===== config.mk =====
export PLATFORM = sky130hd
export DESIGN_NAME = can_tx_msg_dispatcher_flat
export DESIGN_NICKNAME = d
export VERILOG_FILES = /design/src/rtl/can_pkg.sv /design/src/rtl/can_tx_msg_dispatcher_if.sv /design/src/rtl/can_tx_retry_ctr.sv /design/src/rtl/can_tx_msg_dispatcher.sv /design/src/flat_wrapper.sv
export SDC_FILE = /design/constraint.sdc
export NUM_CORES = 1
export LEC_CHECK = 0
export ABC_AREA = 1
export BUFFER_PORTS_ARGS = -buffer_cell sky130_fd_sc_hd__buf_4
export CAP_MARGIN = 20
export CELL_PAD_IN_SITES_DETAIL_PLACEMENT = 0
export CELL_PAD_IN_SITES_GLOBAL_PLACEMENT = 2
export CORE_UTILIZATION = 27
export DETAILED_ROUTE_END_ITERATION = 12
export PLACE_DENSITY_LB_ADDON = 0.12
export SYNTH_ARGS = -nofsm -noshare
export SYNTH_HDL_FRONTEND = slang
export SYNTH_HIERARCHICAL = 1
export SYNTH_SLANG_ARGS = --single-unit

===== constraint.sdc =====
create_clock -name i_sys_clk -period 4.3 [get_ports i_sys_clk]
set_input_delay 0.645 -clock i_sys_clk [delete_from_list [all_inputs] [get_ports i_sys_clk]]
set_output_delay 0.645 -clock i_sys_clk [all_outputs]
set_load 0.01 [all_outputs]

===== src/rtl/can_pkg.sv =====
// rtl/can_pkg.sv - shared types and frame layout for the CAN transmit dispatcher
package can_pkg;

    localparam int MSG_W = 128;

    localparam int ID_MSB   = 127;
    localparam int ID_LSB   = 99;
    localparam int IDE_BIT  = 98;
    localparam int RTR_BIT  = 97;
    localparam int DLC_MSB  = 96;
    localparam int DLC_LSB  = 93;
    localparam int RSVD_MSB = 92;
    localparam int RSVD_LSB = 64;
    localparam int DATA_MSB = 63;
    localparam int DATA_LSB = 0;

    typedef enum logic [2:0] {
        ST_IDLE,
        ST_READ,
        ST_CAPTURE,
        ST_REQ,
        ST_ACTIVE,
        ST_BUSOFF
    } tx_state_t;

    function automatic logic [3:0] frame_dlc(input logic [MSG_W-1:0] frame);
        return frame[DLC_MSB:DLC_LSB];
    endfunction

endpackage


===== src/rtl/can_tx_msg_dispatcher_if.sv =====
// rtl/can_tx_msg_dispatcher_if.sv - TX FIFO read port and transmit-engine handshake bundle
interface can_tx_msg_dispatcher_if;
    import can_pkg::*;

    logic             i_tx_empty;
    logic             o_tx_r_en;
    logic [MSG_W-1:0] i_tx_fifo_r_data;
    logic             o_tx_req;
    logic [MSG_W-1:0] o_tx_message;
    logic             i_tx_ack;
    logic             i_tx_done;
    logic             i_arb_lost;
    logic             i_tx_error;

    modport master (
        input  i_tx_empty, i_tx_fifo_r_data, i_tx_ack, i_tx_done, i_arb_lost, i_tx_error,
        output o_tx_r_en, o_tx_req, o_tx_message
    );

    modport slave (
        output i_tx_empty, i_tx_fifo_r_data, i_tx_ack, i_tx_done, i_arb_lost, i_tx_error,
        input  o_tx_r_en, o_tx_req, o_tx_message
    );

endinterface


===== src/rtl/can_tx_retry_ctr.sv =====
// rtl/can_tx_retry_ctr.sv - per-frame error retry counter with limit flag
module can_tx_retry_ctr #(
    parameter int MAX_RETRIES = 8
) (
    input  logic       i_sys_clk,
    input  logic       i_reset_n,
    input  logic       clr_i,
    input  logic       inc_i,
    output logic [3:0] cnt_o,
    output logic       limit_o
);

    logic [3:0] cnt_q;
    logic [3:0] cnt_d;

    assign limit_o = (cnt_q == 4'(MAX_RETRIES - 1));
    assign cnt_o   = cnt_q;

    // Increment is gated by the limit so the count can never pass MAX_RETRIES-1.
    always_comb begin
        cnt_d = cnt_q;
        if (clr_i) begin
            cnt_d = 4'd0;
        end else if (inc_i && !limit_o) begin
            cnt_d = cnt_q + 4'd1;
        end
    end

    always_ff @(posedge i_sys_clk or negedge i_reset_n) begin
        if (!i_reset_n) begin
            cnt_q <= 4'd0;
        end else begin
            cnt_q <= cnt_d;
        end
    end

endmodule


===== src/rtl/can_tx_msg_dispatcher.sv =====
// rtl/can_tx_msg_dispatcher.sv - pops TX frames and runs the request/ack/done handshake with retry
module can_tx_msg_dispatcher
    import can_pkg::*;
#(
    parameter int MAX_RETRIES = 8
) (
    input  logic                          i_sys_clk,
    input  logic                          i_reset_n,
    can_tx_msg_dispatcher_if.master       tx_if,
    input  logic                          i_single_shot,
    input  logic                          i_bus_off,
    output logic                          o_tx_done_pulse,
    output logic                          o_tx_abort_pulse,
    output logic [3:0]                    o_retry_cnt,
    output logic                          o_busy
);

    tx_state_t        state_q;
    logic             req_q;
    logic             done_q;
    logic             abort_q;
    logic [MSG_W-1:0] msg_q;

    logic retry_clr;
    logic retry_inc;
    logic retry_limit;

    // An error consumes a retry only when it is the winning event and retransmission is allowed.
    assign retry_clr = (state_q == ST_CAPTURE);
    assign retry_inc = (state_q == ST_ACTIVE) && !tx_if.i_tx_done && !i_bus_off &&
                       tx_if.i_tx_error && !i_single_shot;

    can_tx_retry_ctr #(
        .MAX_RETRIES (MAX_RETRIES)
    ) u_retry_ctr (
        .i_sys_clk (i_sys_clk),
        .i_reset_n (i_reset_n),
        .clr_i     (retry_clr),
        .inc_i     (retry_inc),
        .cnt_o     (o_retry_cnt),
        .limit_o   (retry_limit)
    );

    always_ff @(posedge i_sys_clk or negedge i_reset_n) begin
        if (!i_reset_n) begin
            state_q <= ST_IDLE;
            req_q   <= 1'b0;
            done_q  <= 1'b0;
            abort_q <= 1'b0;
            msg_q   <= '0;
        end else begin
            done_q  <= 1'b0;
            abort_q <= 1'b0;
            case (state_q)
                ST_IDLE: begin
                    if (i_bus_off) begin
                        state_q <= ST_BUSOFF;
                    end else if (!tx_if.i_tx_empty) begin
                        state_q <= ST_READ;
                    end
                end
                ST_READ: begin
                    state_q <= ST_CAPTURE;
                end
                ST_CAPTURE: begin
                    msg_q   <= tx_if.i_tx_fifo_r_data;
                    req_q   <= 1'b1;
                    state_q <= ST_REQ;
                end
                ST_REQ: begin
                    if (i_bus_off) begin
                        req_q   <= 1'b0;
                        abort_q <= 1'b1;
                        state_q <= ST_BUSOFF;
                    end else if (tx_if.i_tx_ack) begin
                        req_q   <= 1'b0;
                        state_q <= ST_ACTIVE;
                    end
                end
                ST_ACTIVE: begin
                    if (tx_if.i_tx_done) begin
                        done_q  <= 1'b1;
                        state_q <= ST_IDLE;
                    end else if (i_bus_off) begin
                        abort_q <= 1'b1;
                        state_q <= ST_BUSOFF;
                    end else if (tx_if.i_tx_error) begin
                        if (i_single_shot || retry_limit) begin
                            abort_q <= 1'b1;
                            state_q <= ST_IDLE;
                        end else begin
                            req_q   <= 1'b1;
                            state_q <= ST_REQ;
                        end
                    end else if (tx_if.i_arb_lost) begin
                        if (i_single_shot) begin
                            abort_q <= 1'b1;
                            state_q <= ST_IDLE;
                        end else begin
                            req_q   <= 1'b1;
                            state_q <= ST_REQ;
                        end
                    end
                end
                ST_BUSOFF: begin
                    if (!i_bus_off) begin
                        state_q <= ST_IDLE;
                    end
                end
                default: begin
                    req_q   <= 1'b0;
                    state_q <= ST_IDLE;
                end
            endcase
        end
    end

    assign tx_if.o_tx_r_en    = (state_q == ST_READ);
    assign tx_if.o_tx_req     = req_q;
    assign tx_if.o_tx_message = msg_q;
    assign o_tx_done_pulse    = done_q;
    assign o_tx_abort_pulse   = abort_q;
    assign o_busy             = (state_q != ST_IDLE);

endmodule


===== src/flat_wrapper.sv =====
// flat-port wrapper written by rule: the top's interface ports become plain ports
module can_tx_msg_dispatcher_flat import can_pkg::*;
#(
    parameter int MAX_RETRIES = 8
)
  (i_sys_clk, i_reset_n, i_single_shot, i_bus_off, o_tx_done_pulse, o_tx_abort_pulse, o_retry_cnt, o_busy, tx_if_i_tx_empty, tx_if_i_tx_fifo_r_data, tx_if_i_tx_ack, tx_if_i_tx_done, tx_if_i_arb_lost, tx_if_i_tx_error, tx_if_o_tx_r_en, tx_if_o_tx_req, tx_if_o_tx_message);
  can_tx_msg_dispatcher_if tx_if_i ();
  input  logic i_sys_clk;
  input  logic i_reset_n;
  input  logic i_single_shot;
  input  logic i_bus_off;
  output logic o_tx_done_pulse;
  output logic o_tx_abort_pulse;
  output logic [3:0] o_retry_cnt;
  output logic o_busy;
  input wire logic [$bits(tx_if_i.i_tx_empty)-1:0] tx_if_i_tx_empty;
  input wire logic [$bits(tx_if_i.i_tx_fifo_r_data)-1:0] tx_if_i_tx_fifo_r_data;
  input wire logic [$bits(tx_if_i.i_tx_ack)-1:0] tx_if_i_tx_ack;
  input wire logic [$bits(tx_if_i.i_tx_done)-1:0] tx_if_i_tx_done;
  input wire logic [$bits(tx_if_i.i_arb_lost)-1:0] tx_if_i_arb_lost;
  input wire logic [$bits(tx_if_i.i_tx_error)-1:0] tx_if_i_tx_error;
  output wire logic [$bits(tx_if_i.o_tx_r_en)-1:0] tx_if_o_tx_r_en;
  output wire logic [$bits(tx_if_i.o_tx_req)-1:0] tx_if_o_tx_req;
  output wire logic [$bits(tx_if_i.o_tx_message)-1:0] tx_if_o_tx_message;
  assign tx_if_i.i_tx_empty = tx_if_i_tx_empty;
  assign tx_if_i.i_tx_fifo_r_data = tx_if_i_tx_fifo_r_data;
  assign tx_if_i.i_tx_ack = tx_if_i_tx_ack;
  assign tx_if_i.i_tx_done = tx_if_i_tx_done;
  assign tx_if_i.i_arb_lost = tx_if_i_arb_lost;
  assign tx_if_i.i_tx_error = tx_if_i_tx_error;
  assign tx_if_o_tx_r_en = tx_if_i.o_tx_r_en;
  assign tx_if_o_tx_req = tx_if_i.o_tx_req;
  assign tx_if_o_tx_message = tx_if_i.o_tx_message;
  can_tx_msg_dispatcher #(.MAX_RETRIES(MAX_RETRIES)) u_core (.i_sys_clk(i_sys_clk), .i_reset_n(i_reset_n), .tx_if(tx_if_i), .i_single_shot(i_single_shot), .i_bus_off(i_bus_off), .o_tx_done_pulse(o_tx_done_pulse), .o_tx_abort_pulse(o_tx_abort_pulse), .o_retry_cnt(o_retry_cnt), .o_busy(o_busy));
endmodule

==> run_results.csv <==
group,metric,value,unit
detailed_routing,drt_pre_antenna_iters,4,
layout,drive_above_1_share,34.2,%
grt,grt_use_total,16.0,%
sta,worstMarginPinSlew,0.823,ns
grt,global_route.overflow_total,0,
critical_path,crit_required,4.65,ns
detailed_routing,route.detailed.vias_per_inst,4.20,
critical_path,critPathLaunchType,"flip-flop",
power_and_ir_drop,static-leakage-power,4.76,nW
detailed_routing,detail_route.iter0.violations,220,
sta,finalClockSkew,0.00929,ns
sta,setup_slack,1.67,ns
grt,grt_pass1_vias,4860,
power_and_ir_drop,power_frac_comb,40.5,%
clocking,tritoncts.num_buffers,17,
power_and_ir_drop,clock_share_of_power,24.2,%
layout,syn2layout_area_growth,53.1,%
synth,postSynthNetCount,795,
power_and_ir_drop,swShare,36.0,%
placement,port_buffers,273,
power_and_ir_drop,irDropWorstVdd,0.262,mV
placement,detailedPlace.worstSlack,1.56,ns
clocking,post_cts_hold_buffer_count,0,
synth,cell_area_after_synthesis,5510,sq um
detailed_routing,detail_route.drc_violations,0,
layout,fin_nets,1064,
floorplan,boundaryPins,274,
clocking,clock_insertion_delay_worst_skew,0.42,ns
synth,warnings_from_yosys,6,
floorplan,dieWidth,145,um
synth,synth-seq-cells,138,
clocking,cts-root-to-sink-buffers,2,
floorplan,fp.dieArea,21000,sq um
power_and_ir_drop,switch_pwr,2.33,mW
grt,grt_start_max_net_pins,81,
critical_path,cp.arrival,2.98,ns
sta,timing.final.crit_share,61.2,%
sta,worst_slew_margin_rel,45.2,%
job,maxCapViolCount,0,
critical_path,path_class,"reg -> reg",
clocking,cts.sinks,138,
grt,antenna_violations_before_repair,0,
power_and_ir_drop,power_report.internal_total,4.14,mW
outcome,outcome,"finished, final reports clean",
grt,grt_pass1_wl,25.2,mm
clocking,cts_resized,0,
layout,final.fill_count,1997,
sta,finalWorstPathRequiredPeriod,2.63,ns
sta,rsz_0062_raised_after_global_routing,"no",
floorplan,die_height,145,um
placement,dp.final_hpwl,11.8,mm
power_and_ir_drop,seq_power_share,35.3,%
floorplan,start_util,27.9,%
layout,ff_latch_area,3450,sq um
layout,layout.core_utilization,42.8,%
synth,seq_area_frac_synth,62.7,%
clocking,clock_tree_from_tritoncts,"yes",
floorplan,placementRows,51,
detailed_routing,detailroute.via_count,5061,
synth,synth.avg_cell_area,8.39,sq um
synth,yosys.cell_types.count,18,
layout,multi_input_area,1840,sq um
sta,timing.fmax,0.380,GHz
sta,timing.final.setup_violations,0,
placement,placed_area,7790,sq um
synth,postSynthCellCount,657,
critical_path,worst_setup_end_kind,"flip-flop",
power_and_ir_drop,power-per-cell-area,766,nW/um^2
detailed_routing,post_drt_wl_per_cell,13.9,um
placement,place.gp.congestion,0.762,
layout,final_area,8440,sq um
detailed_routing,route.final.wire_length,16.8,mm
clocking,cts.clk_slew.worst_paths,0.06,ns
sta,timing_hold_violations_final,0,
clocking,cts_setup_buffers,0,
clocking,htree_num_levels,4,
clocking,root_buffer,"clkbuf_16",
sta,fin_tns_setup,0,ns
detailed_routing,post_detailed_route_count_of_antenna_violating_nets,0,
critical_path,timing.critical_path.fanout_max,68,
min_path,hold_class,"in -> async",
layout,num_antenna_cells,0,
floorplan,floorplan.core_area,19700,sq um
sta,report.final.slew_viol_count,0,
[worst max-delay path, stage by stage (launching register included)]
cell and delay (ns):
dfrtp_1 0.42, inv_2 0.14, nand3_4 0.61, inv_4 0.74
buf_4 0.45, nand2_1 0.09, nand2_1 0.07
[logic make-up after synthesis]
| logic type | after synthesis | synth area share, % |
|---|---|---|
| AOI/OAI and AO/OA | 8 | 0.727 |
| adders and majority gates | 1 | 0.227 |
| buffers and inverters | 48 | 4.13 |
| and+or+nand+nor | 462 | 32.2 |
| DFF | 138 | 62.7 |
[synthesized netlist by cell type]
library cell / instances / share of area [%]
nand2_1: 422 / 29
buf_4: 4 / 0.54
nand3_1: 13 / 1.2
nand3_2: 1 / 0.18
o21ai_0: 6 / 0.54
ha_1: 1 / 0.23
inv_1: 13 / 0.89
a21oi_1: 2 / 0.18
inv_2: 5 / 0.34
clkinv_2: 1 / 0.091
dfrtp_1: 138 / 63
nor2_2: 2 / 0.23
nand4_1: 3 / 0.34
buf_2: 25 / 2.3
or2_2: 1 / 0.11
nand3b_1: 1 / 0.14
nor2_1: 18 / 1.2
nor3_1: 1 / 0.091
[layer usage]
| layer | global-route usage (%) | part of all wire [%] | wire length [um] |
|---|---|---|---|
| met2 | 26.0 | 47 | 7930 |
| met5 | 0 | 0 | 0 |
| met1 | 19.2 | 42 | 7000 |
| met4 | 6.32 | 1.6 | 266 |
| met3 | 5.99 | 9.3 | 1550 |
[layout by cell type (no fill, tap or decap), types with 2 or more instances in the layout]
cell and instances:
nand2_1 422, clkinv_2 3, o21ai_0 6, dfrtp_1 138, nand3_1 13, nor2_2 2, nor2_1 18, clkbuf_16 17
clkbuf_8 6, buf_4 278, inv_1 13, bufinv_16 3, inv_2 4, nand4_1 3, a21oi_1 2, clkinv_4 2
[power by group through the flow]
stage               clock network, mW  logic [mW]  registers [mW]
finish                           1.57        2.62            2.28
global route                     1.67        2.96            2.36
CTS                              1.62        2.67            2.29
detailed placement                  0        2.67            2.30
global placement                    0        2.64            2.29
floorplan                           0        1.02            2.54
[path summary, 6_finish.rpt]
check	startpoint	endpoint	slack, ns	cells past startpoint
setup / recovery	u_core/state_q[2]	u_core/tx_if.o_tx_message[71]	1.67	6
hold / removal	i_reset_n	u_core/tx_if.o_tx_message[59]	0.24	1
setup reg to reg	u_core/state_q[2]	u_core/tx_if.o_tx_message[71]	1.67	6
hold reg to reg	u_core/tx_if.o_tx_message[26]	u_core/tx_if.o_tx_message[26]	0.48	2
max in group asynchronous	i_reset_n	u_core/tx_if.o_tx_message[112]	3.09	2
min in group i_sys_clk	tx_if_i_tx_fifo_r_data[103]	u_core/tx_if.o_tx_message[103]	0.42	3
[flip-flops by register name, indices dropped and copies added (netlist names)]
register	count
u_core/tx_if.o_tx_message	128
u_core/u_retry_ctr/cnt_o	4
u_core/state_q	3
u_core/o_tx_abort_pulse	1
u_core/o_tx_done_pulse	1
u_core/tx_if.o_tx_req	1
[final cells by class]
class / instances / share of cell area (%)
tap: 265 / 3.93
inverter: 19 / 0.890
timing repair buffer: 279 / 24.9
multi-input combinational: 471 / 21.8
sequential: 138 / 40.9
clock inverter: 9 / 1.59
clock buffer: 23 / 6.02
[stage by stage]
stage	cells	hold slack (ns)	total power, mW
floorplan	657	0.349	3.56
global route	1204	0.289	6.99
detailed placement	1172	0.466	4.97
CTS	1204	0.291	6.58
global placement	1172	0.464	4.93
finish	1204	0.244	6.47
Power figures use the tool's default switching activity.
